## config.mk

```make
export PLATFORM = sky130hd
export DESIGN_NAME = reveal_flood_flat
export DESIGN_NICKNAME = d
export VERILOG_FILES = /design/src/rtl/reveal_flood_pkg.sv /design/src/rtl/reveal_flood_if.sv /design/src/rtl/reveal_flood_lifo_stack.sv /design/src/rtl/reveal_flood.sv /design/src/flat_wrapper.sv
export SDC_FILE = /design/constraint.sdc
export NUM_CORES = 1
export LEC_CHECK = 0
export CAP_MARGIN = 10
export CELL_PAD_IN_SITES_DETAIL_PLACEMENT = 0
export CELL_PAD_IN_SITES_GLOBAL_PLACEMENT = 2
export CORE_UTILIZATION = 50
export DETAILED_ROUTE_END_ITERATION = 7
export PLACE_DENSITY = 0.87
export SETUP_SLACK_MARGIN = 0.15
export SYNTH_ARGS = -nofsm -noshare
export SYNTH_HDL_FRONTEND = slang
export SYNTH_SLANG_ARGS = --single-unit
```

## constraint.sdc

```tcl
create_clock -name clk -period 11.8 [get_ports clk]
set_clock_uncertainty 0.2 [all_clocks]
set_input_delay 2.36 -clock clk [delete_from_list [all_inputs] [get_ports clk]]
set_output_delay 2.36 -clock clk [all_outputs]
set_load 0.05 [all_outputs]
```

## src/rtl/reveal_flood_pkg.sv

```systemverilog
// reveal_flood_pkg: board geometry, FSM state encoding and the neighbour offset table.
package reveal_flood_pkg;
  localparam int boardWidth = 8;
  localparam int boardHeight = 8;
  localparam int coordW = 3;
  localparam int cellCount = boardWidth * boardHeight;
  typedef enum logic [2:0] {INIT, FIRST, POP, SCAN, DONE, LOST} stateT;
  // Neighbour order NW,N,NE,W,E,SW,S,SE.
  function automatic logic signed [3:0] offX(input logic [2:0] k);
    return (k == 3'd0 || k == 3'd3 || k == 3'd5) ? -4'sd1 :
           (k == 3'd2 || k == 3'd4 || k == 3'd7) ? 4'sd1 : 4'sd0;
  endfunction
  function automatic logic signed [3:0] offY(input logic [2:0] k);
    return (k < 3'd3) ? -4'sd1 : (k > 3'd4) ? 4'sd1 : 4'sd0;
  endfunction
endpackage

```

## src/rtl/reveal_flood_if.sv

```systemverilog
// reveal_flood_if: shared board read port plus the revealed-board write strobe.
interface reveal_flood_if;
  import reveal_flood_pkg::*;
  logic [coordW-1:0] readX, readY;
  logic revWriteEn;
  logic mineReadValue, revReadValue;
  logic [3:0] adjReadValue;
  modport master(output readX, readY, revWriteEn, input mineReadValue, adjReadValue, revReadValue);
  modport slave(input readX, readY, revWriteEn, output mineReadValue, adjReadValue, revReadValue);
endinterface

```

## src/rtl/reveal_flood_lifo_stack.sv

```systemverilog
// lifo_stack: synchronous LIFO of packed {x,y} cells; pointer cleared by reset.
module lifo_stack #(
  parameter int depth = 64,
  parameter int width = 6
) (
  input  logic clk,
  input  logic reset,
  input  logic push,
  input  logic pop,
  input  logic [width-1:0] data,
  output logic [width-1:0] top,
  output logic empty
);
  localparam int aw = $clog2(depth);
  logic [width-1:0] mem [depth];
  logic [aw:0] sp;
  logic [aw-1:0] topIdx;
  assign topIdx = aw'(sp - 1'b1);
  assign top = mem[topIdx];
  assign empty = sp == '0;
  always_ff @(posedge clk) begin
    if (reset) sp <= '0;
    else if (push) begin
      mem[sp[aw-1:0]] <= data;
      sp <= sp + 1'b1;
    end else if (pop) sp <= sp - 1'b1;
  end
endmodule

```

## src/rtl/reveal_flood.sv

```systemverilog
// reveal_flood: reveals the chosen cell, reports a mine hit, and flood-fills zero-adjacency regions.
module reveal_flood
  import reveal_flood_pkg::*;
(
  input  logic clk,
  input  logic reset,
  input  logic start,
  input  logic ack,
  input  logic [coordW-1:0] startX,
  input  logic [coordW-1:0] startY,
  reveal_flood_if.master board,
  output logic [6:0] revealedCount,
  output logic hitMine,
  output logic init,
  output logic first,
  output logic pop,
  output logic scan,
  output logic done,
  output logic lost
);
  stateT state;
  logic [coordW-1:0] sx, sy, cx, cy, holdX, holdY;
  logic [2:0] nbr;
  logic signed [3:0] nx, ny;
  logic inb, reveal, push, popEn, empty;
  logic [2*coordW-1:0] topCell;
  assign init = state == INIT;
  assign first = state == FIRST;
  assign pop = state == POP;
  assign scan = state == SCAN;
  assign done = state == DONE;
  assign lost = state == LOST;
  always_comb begin
    nx = $signed({1'b0, cx}) + offX(nbr);
    ny = $signed({1'b0, cy}) + offY(nbr);
    // On a power-of-two board, coordinate 8 wraps to -8, so the sign bit flags both edges.
    inb = !nx[3] && !ny[3];
    board.readX = first ? sx : (scan && inb) ? nx[coordW-1:0] : holdX;
    board.readY = first ? sy : (scan && inb) ? ny[coordW-1:0] : holdY;
    reveal = !reset && !board.revReadValue && !board.mineReadValue && (first || (scan && inb));
    board.revWriteEn = reveal;
    push = reveal && board.adjReadValue == 4'd0;
    popEn = pop && !empty;
  end
  lifo_stack #(.depth(cellCount), .width(2 * coordW)) stack (
    .clk(clk),
    .reset(reset),
    .push(push),
    .pop(popEn),
    .data({board.readX, board.readY}),
    .top(topCell),
    .empty(empty)
  );
  always_ff @(posedge clk) begin
    if (reset) begin
      state <= INIT;
      revealedCount <= '0;
      hitMine <= 1'b0;
      holdX <= '0;
      holdY <= '0;
    end else begin
      holdX <= board.readX;
      holdY <= board.readY;
      if (reveal) revealedCount <= revealedCount + 1'b1;
      unique case (state)
        INIT: if (start) begin
          sx <= startX;
          sy <= startY;
          revealedCount <= '0;
          hitMine <= 1'b0;
          state <= FIRST;
        end
        FIRST: begin
          hitMine <= board.mineReadValue;
          state <= board.mineReadValue ? LOST : board.revReadValue ? DONE : push ? POP : DONE;
        end
        POP: begin
          {cx, cy} <= topCell;
          nbr <= 3'd0;
          state <= empty ? DONE : SCAN;
        end
        SCAN: begin
          nbr <= nbr + 1'b1;
          if (nbr == 3'd7) state <= POP;
        end
        DONE, LOST: if (ack) state <= INIT;
        default: state <= INIT;
      endcase
    end
  end
endmodule

```

## src/flat_wrapper.sv

```systemverilog
// flat-port wrapper written by rule: the top's interface ports become plain ports
module reveal_flood_flat import reveal_flood_pkg::*;
  (clk, reset, start, ack, startX, startY, revealedCount, hitMine, init, first, pop, scan, done, lost, board_readX, board_readY, board_revWriteEn, board_mineReadValue, board_adjReadValue, board_revReadValue);
  reveal_flood_if board_i ();
  input  logic clk;
  input  logic reset;
  input  logic start;
  input  logic ack;
  input  logic [coordW-1:0] startX;
  input  logic [coordW-1:0] startY;
  output logic [6:0] revealedCount;
  output logic hitMine;
  output logic init;
  output logic first;
  output logic pop;
  output logic scan;
  output logic done;
  output logic lost;
  output wire logic [$bits(board_i.readX)-1:0] board_readX;
  output wire logic [$bits(board_i.readY)-1:0] board_readY;
  output wire logic [$bits(board_i.revWriteEn)-1:0] board_revWriteEn;
  input wire logic [$bits(board_i.mineReadValue)-1:0] board_mineReadValue;
  input wire logic [$bits(board_i.adjReadValue)-1:0] board_adjReadValue;
  input wire logic [$bits(board_i.revReadValue)-1:0] board_revReadValue;
  assign board_readX = board_i.readX;
  assign board_readY = board_i.readY;
  assign board_revWriteEn = board_i.revWriteEn;
  assign board_i.mineReadValue = board_mineReadValue;
  assign board_i.adjReadValue = board_adjReadValue;
  assign board_i.revReadValue = board_revReadValue;
  reveal_flood u_core (.clk(clk), .reset(reset), .start(start), .ack(ack), .startX(startX), .startY(startY), .board(board_i), .revealedCount(revealedCount), .hitMine(hitMine), .init(init), .first(first), .pop(pop), .scan(scan), .done(done), .lost(lost));
endmodule
```

==> impl_metrics.tcl <==
set metrics [dict create \
    synthDominantCellAreaShare 0.6927 \
    final_hold_viol_count 0 \
    power-per-cell-area_mw_per_mm2 160.8 \
    clockRootBuffer "sky130_fd_sc_hd__clkbuf_16" \
    ir_worst_vdd_mv 0.1457 \
    worstPathArrival_ns 5.26 \
    layout-drive-gt1-share 0.2223 \
    worst_slew_margin_rel 0.3062 \
    synth.area.top_cells "sky130_fd_sc_hd__edfxtp_1 (69%), sky130_fd_sc_hd__mux4_2 (15%), sky130_fd_sc_hd__dfxtp_1 (2.8%)" \
    cts.clk_slew.worst_paths_ns 0.06 \
    clock_buffer_count_from_cts 43 \
    fin_total_pwr_mw 3.136 \
    critical_path_required_ns 9.24 \
    worst_setup_path_start_kind "flip-flop" \
    yosys_warnings 0 \
    routedWlPerCell_um 24.61 \
    ys_types 57 \
    die_w_um 188 \
    syn_avg_cell_area_um2 19.16 \
    hpwlAfterDp_mm 21.29 \
    start_util 0.5120 \
    period_share 0.6627 \
    share_of_async_settable_or_async_resettable_flops_after_synthesis 0 \
    fp.dieArea_mm2 0.03534 \
    initialDrtViolationCount 674 \
    worst_pin_slew_ns 1.041 \
    grt_start_max_net_pins 73 \
    synth_enable_flop_cells 399 \
    cts_resized 0 \
    drc 0 \
    grt_first_pass_wirelength_mm 53.45 \
    overflow 0 \
    postRouteWirelength_mm 35.08 \
    synth-seq-area-share 0.7204 \
    post_synth_most_frequent_cells "sky130_fd_sc_hd__edfxtp_1 (399), sky130_fd_sc_hd__mux4_2 (114), sky130_fd_sc_hd__nor2_1 (88)" \
    clock_insertion_delay_worst_skew_ns 0.54 \
    finalSetupViolCount 0 \
    grt_setup_unrepaired "no" \
    synth_cells 903 \
    numPortBuffers 36 \
    area_growth_pct 12.77 \
    status "finished clean" \
    grt_pass1_vias 8549 \
    max_cap_viol_count 0 \
    boundaryPins 37 \
    dpl-instance-area_mm2 0.01817 \
    synth_seq_cells 423 \
    final_cell_area_mm2 0.01951 \
    worst-path-max-fanout 66 \
    drt-vias-per-instance 5.865 \
    achievable-frequency_mhz 127.9 \
    row_count 67 \
    layout_min_cycle_time_ns 7.820 \
    clock_path_buffers 3 \
    synth.largest_area_cell "sky130_fd_sc_hd__edfxtp_1" \
    post_synth_instance_area_mm2 0.01730 \
    floorplan.core_area_mm2 0.03378 \
    grt_util_all_layers 0.2048 \
    finalWorstSetupSlack_ns 3.980 \
    drt_pre_antenna_iters 5 \
    routed-via-count 8357 \
    holdWs_ns 0.2701 \
    synthesis.nets 937 \
    depth_of_the_cts_h_tree 2 \
    place_worst_setup_slack_ns 4.566 \
    timing_max_transition_violations_final 0 \
    die_h_um 188 \
    number_of_antenna_violations_at_the_first_check_in_global_routing 1 \
    final_net_count 978 \
    crit_type "flip-flop to output pin" \
    holdBufCountCts 0 \
    antenna_violating_nets_post_route 0 \
    gpl.final_weighted_congestion 0.7681 \
    tns_ns 0 \
    leakage_nw 6.226 \
    cts.repair_timing.setup_buffer_count 0 \
    synthFlopType "sky130_fd_sc_hd__edfxtp_1" \
    yosys.cell_count.top_type "sky130_fd_sc_hd__edfxtp_1" \
    tritoncts "built" \
    kind_of_end_point_of_the_critical_path "output pin" \
    worstHoldPathType "flip-flop to flip-flop" \
    cts.sink_count 423 \
]
==> cells by family after synthesis <==
| group | count (synthesis) | synth area share |
|---|---|---|
| multiplexers | 140 | 0.1635 |
| adder cells (fa/ha/maj) | 18 | 0.01389 |
| XOR/XNOR | 13 | 0.007016 |
| AO/OA/AOI/OAI | 64 | 0.02633 |
| buffers and inverters | 68 | 0.01808 |
| flip-flops | 423 | 0.7204 |
| AND/OR/NAND/NOR | 177 | 0.05071 |
==> final cells by class <==
| cell class | instances | area [um^2] |
|---|---|---|
| Fill cell | 2473 | 14280 |
| Antenna cell | 1 | 2.502 |
| Timing Repair Buffer | 50 | 465.4 |
| Multi-Input combinational cell | 412 | 4626 |
| Sequential cell | 423 | 12470 |
| Tap cell | 448 | 560.5 |
| Inverter | 14 | 52.55 |
| Clock buffer | 56 | 1187 |
| Clock inverter | 21 | 147.6 |
==> metal layers <==
| layer | share of wire | track usage |
|---|---|---|
| met5 | 0 | 0 |
| met4 | 0.019 | 0.05472 |
| met3 | 0.056 | 0.03687 |
| met2 | 0.49 | 0.3286 |
| met1 | 0.44 | 0.2916 |
==> critical path: stages (launching register included) <==
cell	delay [ns]
sky130_fd_sc_hd__edfxtp_1	0.45
sky130_fd_sc_hd__ha_1	0.26
sky130_fd_sc_hd__ha_1	0.19
sky130_fd_sc_hd__a21o_1	0.19
sky130_fd_sc_hd__or2_2	0.34
sky130_fd_sc_hd__ha_1	0.35
sky130_fd_sc_hd__a21oi_1	0.10
sky130_fd_sc_hd__a211oi_1	0.29
sky130_fd_sc_hd__a211o_1	0.55
sky130_fd_sc_hd__mux2i_1	0.22
sky130_fd_sc_hd__o21ai_4	0.16
sky130_fd_sc_hd__buf_4	0.57
sky130_fd_sc_hd__clkdlybuf4s50_1	0.96
==> state kept, by name (all words and copies together) (netlist names) <==
signal	flops
u_core.cy	3
u_core.hitMine	1
u_core.sy	3
u_core.revealedCount	7
u_core.stack.mem	384
u_core.cx	3
u_core.holdY	3
u_core.sx	3
u_core.stack.sp	7
u_core.holdX	3
u_core.state	3
u_core.nbr	3
==> worst paths after layout <==
kind | to | cells past startpoint | slack [ns] | from
setup / recovery | board_readX[1] | 12 | 3.98 | u_core.nbr[0]$_SDFFCE_PN0P_
hold reg to reg | u_core.hitMine$_SDFFE_PP0P_ | 2 | 0.27 | u_core.hitMine$_SDFFE_PP0P_
hold / removal | u_core.hitMine$_SDFFE_PP0P_ | 2 | 0.27 | u_core.hitMine$_SDFFE_PP0P_
setup reg to reg | u_core.stack.mem[15][0]$_DFFE_PP_ | 12 | 7.00 | u_core.nbr[0]$_SDFFCE_PN0P_
==> metrics by stage <==
stage,std cells,util
2_1_floorplan,903,-
3_3_place_gp,1347,0.5378
3_5_place_dp,1347,0.5378
4_1_cts,1424,0.5773
5_1_grt,1424,0.5773
6_report,1425,0.5774
==> power by group <==
| group | total, mW | internal [mW] | switching, mW |
|---|---|---|---|
| Sequential | 1.70 | 1.70 | 0.00429 |
| Clock | 1.28 | 0.750 | 0.533 |
| Combinational | 0.148 | 0.0313 | 0.117 |
==> layout by cell type (no fill, tap or decap), types with 4 or more instances in the layout <==
master,synthesis,final
sky130_fd_sc_hd__xnor2_1,7,7
sky130_fd_sc_hd__or3_1,5,5
sky130_fd_sc_hd__a211oi_1,4,4
sky130_fd_sc_hd__nor3_1,6,6
sky130_fd_sc_hd__edfxtp_1,399,399
sky130_fd_sc_hd__buf_4,6,14
sky130_fd_sc_hd__dfxtp_1,24,23
sky130_fd_sc_hd__clkinv_1,0,11
sky130_fd_sc_hd__a22oi_1,6,6
sky130_fd_sc_hd__a211o_1,4,4
sky130_fd_sc_hd__a31oi_1,6,5
sky130_fd_sc_hd__mux2i_1,25,25
sky130_fd_sc_hd__a21oi_1,8,8
sky130_fd_sc_hd__clkbuf_16,0,45
sky130_fd_sc_hd__nand3_1,8,8
sky130_fd_sc_hd__nand2b_1,4,4
sky130_fd_sc_hd__nor2_2,8,8
sky130_fd_sc_hd__nor2b_1,9,9
sky130_fd_sc_hd__o21ai_4,0,5
sky130_fd_sc_hd__nand4_1,6,6
sky130_fd_sc_hd__nand2_1,22,22
sky130_fd_sc_hd__mux4_2,114,114
sky130_fd_sc_hd__o21ai_0,11,6
sky130_fd_sc_hd__ha_1,16,15
sky130_fd_sc_hd__inv_1,14,14
sky130_fd_sc_hd__xor2_1,5,4
sky130_fd_sc_hd__clkdlybuf4s50_1,0,36
sky130_fd_sc_hd__o211ai_1,6,6
sky130_fd_sc_hd__nor2_1,88,88
sky130_fd_sc_hd__clkbuf_1,28,9
sky130_fd_sc_hd__clkinv_2,0,6
No activity file was read; power rests on OpenSTA's default activity.
==> variant 1, RTL diff (config.mk and constraints unchanged) <==
Re-encode `stateT` (6 states) as Gray code, 3 bits wide.
--- a/src/rtl/reveal_flood_pkg.sv
+++ b/src/rtl/reveal_flood_pkg.sv
@@ -4,7 +4,7 @@
   localparam int boardHeight = 8;
   localparam int coordW = 3;
   localparam int cellCount = boardWidth * boardHeight;
-  typedef enum logic [2:0] {INIT, FIRST, POP, SCAN, DONE, LOST} stateT;
+  typedef enum logic [2:0] {INIT = 3'b000, FIRST = 3'b001, POP = 3'b011, SCAN = 3'b010, DONE = 3'b110, LOST = 3'b111} stateT;
   // Neighbour order NW,N,NE,W,E,SW,S,SE.
   function automatic logic signed [3:0] offX(input logic [2:0] k);
     return (k == 3'd0 || k == 3'd3 || k == 3'd5) ? -4'sd1 :
Check against the original RTL: no difference found for any inputs over 4 cycles, from zero or initial values and one cycle with reset high; so few cycles prove little.
==> variant 1 against the unedited design <==
  * Final area increased by 0.40%
  * Worst setup slack improved by 0.071 ns
  * Highest routed layer unchanged
  * Sequential cell count unchanged
  * Maximum frequency increased by 0.92%
  * Area after synthesis increased by 0.23%
  * First-iteration DRC count increased by 21%
  * Global-route usage increased by 0.21 points
  * Critical path depth increased by 1
  * Die area increased by 0.23%
  * Wire length increased by 1.8%
  * Critical path type unchanged
Power is not compared: it rests on default switching activity, and its combinational part moved more than twofold at a synthesized area within 25%.
==> variant 1: results (changes against the unedited design) <==
| Metric | Value |
|---|---|
| Synth top area cells | `edfxtp_1 69%, mux4_2 12%, dfxtp_1 2.8% (was edfxtp_1 69%, mux4_2 15%, dfxtp_1 2.8%)` |
| Met3 usage | `3.71% (was 3.69%)` |
| DPL Wire Length | `22.0 mm (was 21.3 mm)` |
| Hold_ws | `0.283 ns (was 0.270 ns)` |
| Non-Clock Buffer Area Fraction | `2.41% (was 2.39%)` |
| Total Routing Usage GR | `20.7% (was 20.5%)` |
| Clk cell area share | `6.96% (was 6.84%)` |
| Adder-Cell Fraction of Synth Area | `1.31% (was 1.39%)` |
| Placer Congestion | `0.869 (was 0.768)` |
| Worst Setup EP | `board_readY[0] (was board_readX[1])` |
| GR Util met1 | `28.6% (was 29.2%)` |
| Crit path largest cell delay | `0.93 ns (was 0.96 ns)` |
| Multi-input gate area | `0.00467 sq mm (was 0.00463 sq mm)` |
| Register area share after synthesis | `71.9% (was 72.0%)` |
| Met3 WL | `2.22 mm (was 1.96 mm)` |
| Netlist cell types | `58 (was 57)` |
| Comb_multi_in | `523 (was 412)` |
| DRT Wirelength | `35.7 mm (was 35.1 mm)` |
| FF-to-FF End | `u_core.stack.mem[54][1] (was u_core.stack.mem[15][0])` |
| CLK BUF | `47 (was 56)` |
| FF-to-FF path depth | `11 (was 12)` |
| Fill cells | `2575 (was 2473)` |
| Synth Area in Compound Gates | `3.20% (was 2.63%)` |
| Hold EP | `u_core.revealedCount[6] (was u_core.hitMine)` |
| Reg2reg setup slack | `7.31 ns (was 7.00 ns)` |
| Utilization after layout | `58.0% (was 57.7%)` |
| Fin crit period | `7.75 ns (was 7.82 ns)` |
| Dpl cell area | `0.0182 sq mm (about the same)` |
| Fraction of synthesized area in multiplexers | `13.4% (was 16.4%)` |
| Worst-Margin Slew | `1.06 ns (was 1.04 ns)` |
| Initial DRC Count | `814 (was 674)` |
| Pre-CTS setup slack | `4.56 ns (was 4.57 ns)` |
| Run status | `finished, final reports clean (unchanged)` |
| Avg Cell Area, Syn | `17.0 sq um (was 19.2 sq um)` |
| Final #Nets | `1089 (was 978)` |
==> variant 1: cell count changes in the layout (fill, tap and decap cells not counted), moves of 7 or more <==
cell and change:
nand3_1 +37, nand4_1 +8, mux2i_1 -10, nand2_1 +86, a21oi_1 +14, mux4_2 -18, nor2_1 -13, nor2b_1 -7
==> variant 1: cells by family after synthesis <==
family,after synthesis
compound gates,86
xor+xnor,6
fa+ha+maj,17
buf+inv,74
flops,423
mux,112
simple gates,302
==> variant 1: worst register-to-register path, stage by stage, from the launching register on <==
cell,delay (ns)
edfxtp_1,0.45
ha_1,0.27
ha_1,0.18
a21oi_1,0.27
nand2_1,0.18
ha_1,0.35
and3_1,0.17
o211a_1,0.23
a211oi_2,0.30
a31o_2,0.44
nand4b_1,0.44
nor2_1,0.64
==> variant 1: report_power, final <==
part / internal [mW] / switching (mW) / total [mW]
sequential: 1.76 / 0.0180 / 1.78
combinational: 0.112 / 0.340 / 0.452
clock: 0.757 / 0.549 / 1.31
total: 2.63 / 0.908 / 3.53
==> variant 2, RTL diff (same settings) <==
Made on the original files. Change the package constant `boardWidth` from 8 to 16.
--- a/src/rtl/reveal_flood_pkg.sv
+++ b/src/rtl/reveal_flood_pkg.sv
@@ -1,6 +1,6 @@
 // reveal_flood_pkg: board geometry, FSM state encoding and the neighbour offset table.
 package reveal_flood_pkg;
-  localparam int boardWidth = 8;
+  localparam int boardWidth = 16;
   localparam int boardHeight = 8;
   localparam int coordW = 3;
   localparam int cellCount = boardWidth * boardHeight;
Behaviour: same outputs for any inputs over 4 cycles, from zero or initial values and one cycle with reset high; that may be too few to reach the edited logic, so the function may still have changed.
==> variant 2 against the unedited design <==
  * Power increased by 97%
  * Final area rose by 87%
  * Area after synthesis up 88%
  * Synthesized cell count grew 94%
  * Clock power increased by 110%
  * Utilization shrank 0.95 points
  * Hold slack improved by 0.029 ns
  * Worst setup slack gained 0.20 ns
  * Wire length rose by 120%
  * Sequential cell count increased by 385
  * Largest power group unchanged
==> variant 2: results (changes against the unedited design) <==
| Metric | Value |
|---|---|
| Lkg Pwr | `11.4 nW (was 6.23 nW)` |
| Synth Area in XOR/XNOR | `0.558% (was 0.702%)` |
| Seq pwr | `3.27 mW (was 1.70 mW)` |
| Worst-path maximum fanout | `25 (was 66)` |
| Net load switching power | `1.28 mW (was 654 uW)` |
| Peak VDD IR | `0.0000983 V (was 0.000146 V)` |
| DPL Wire Length | `44.8 mm (was 21.3 mm)` |
| Initial antenna violation count | `1 (unchanged)` |
| Worst r2r src | `u_core.stack.sp[0] (was u_core.nbr[0])` |
| Synth Area in Compound Gates | `2.20% (was 2.63%)` |
| CTS root buf | `clkbuf_16 (unchanged)` |
| Htree depth | `3 (was 2)` |
| Total Routing Usage GR | `23.4% (was 20.5%)` |
| Power Combinational | `262 uW (was 148 uW)` |
| Number of global-route vias before repair | `16800 (was 8549)` |
| Pin count of the biggest net entering global routing | `131 (was 73)` |
| Netlist cell types | `66 (was 57)` |
| CTS Buf Count | `79 (was 43)` |
| Initial DRC Count | `1982 (was 674)` |
| EDFF count, synth | `783 (was 399)` |
| Share of post-route cells with drive strength above 1 | `20.9% (was 22.2%)` |
| Commonest cells post-synth | `783 x edfxtp_1, 192 x mux4_2, 166 x nor2_1, 159 x nand2_1, 44 x nand3_1 (was 399 x edfxtp_1, 114 x mux4_2, 88 x nor2_1, 28 x clkbuf_1, 25 x mux2i_1)` |
| Worst-Margin Slew | `1.25 ns (was 1.04 ns)` |
| Synth top area cells | `edfxtp_1 72%, mux4_2 13%, nor2_1 1.9% (was edfxtp_1 69%, mux4_2 15%, dfxtp_1 2.8%)` |
| Dpl cell area | `0.0338 sq mm (was 0.0182 sq mm)` |
| DRT Wirelength | `75.8 mm (was 35.1 mm)` |
| Critical path origin | `reset (was u_core.nbr[0])` |
| DR vias | `16700 (was 8357)` |
| Fill cells | `4740 (was 2473)` |
| Fraction of synthesized area in multiplexers | `14.6% (was 16.4%)` |
| Worst skew pair latency | `0.62 ns (was 0.54 ns)` |
| Adder-Cell Fraction of Synth Area | `0.739% (was 1.39%)` |
| DR pass1 iterations | `6 (was 5)` |
| Max FFs per register | `768 (was 384)` |
| Final #Nets | `1840 (was 978)` |
| Register area share after synthesis | `73.8% (was 72.0%)` |
| Run status | `finished, final reports clean (unchanged)` |
| First-pass GRT wire length | `113 mm (was 53.5 mm)` |
| Placer Congestion | `0.817 (was 0.768)` |
[variant 2: worst max-delay path, delay by kind of cell]
family,cells,cell delay [ns]
AND/OR/NAND/NOR,3,0.95
buffers and inverters,3,1.75
[variant 2: worst paths after layout]
check / end / slack [ns] / depth (start not counted)
hold reg to reg: u_core.hitMine / 0.30 / 2
setup / recovery: board_revWriteEn / 4.18 / 6
setup reg to reg: u_core.cx[1] / 5.99 / 9
hold / removal: u_core.hitMine / 0.30 / 2
[variant 2: layout make-up]
cell class                      instances  area share [%]
Sequential cell                       808            65.7
Inverter                               18           0.185
Tap cell                              855            2.93
Multi-Input combinational cell        833            22.1
Clock inverter                         53            1.76
Clock buffer                           91            5.65
Timing Repair Buffer                   66            1.67
[variant 2: per-stage QoR]
step	power, mW	utilization [%]	instances	worst slack (ns)
after detailed placement	3.60	52.6	2580	4.17
after floorplan	3.53	-	1755	0.836
after global placement	3.59	52.6	2580	4.15
after global routing	6.33	56.8	2724	3.91
after CTS	6.21	56.8	2724	4.14
final	6.17	56.8	2724	4.18
[variant 2: per-layer routing]
layer / up-vias / share of wire (%) / track usage [%]
li1: 7108 / - / -
met2: 764 / 49 / 37.3
met5: - / 0 / 0
met4: 0 / 2.2 / 6.61
met1: 8768 / 41 / 33.8
met3: 107 / 7.9 / 3.79
[variant 2: kinds of logic after synthesis]
logic type | count (synthesis)
AOI/OAI and AO/OA | 110
xor gates and xnor gates | 19
adders and majority gates | 18
buffers and inverters | 114
DFF | 808
muxes | 230
and+or+nand+nor | 456
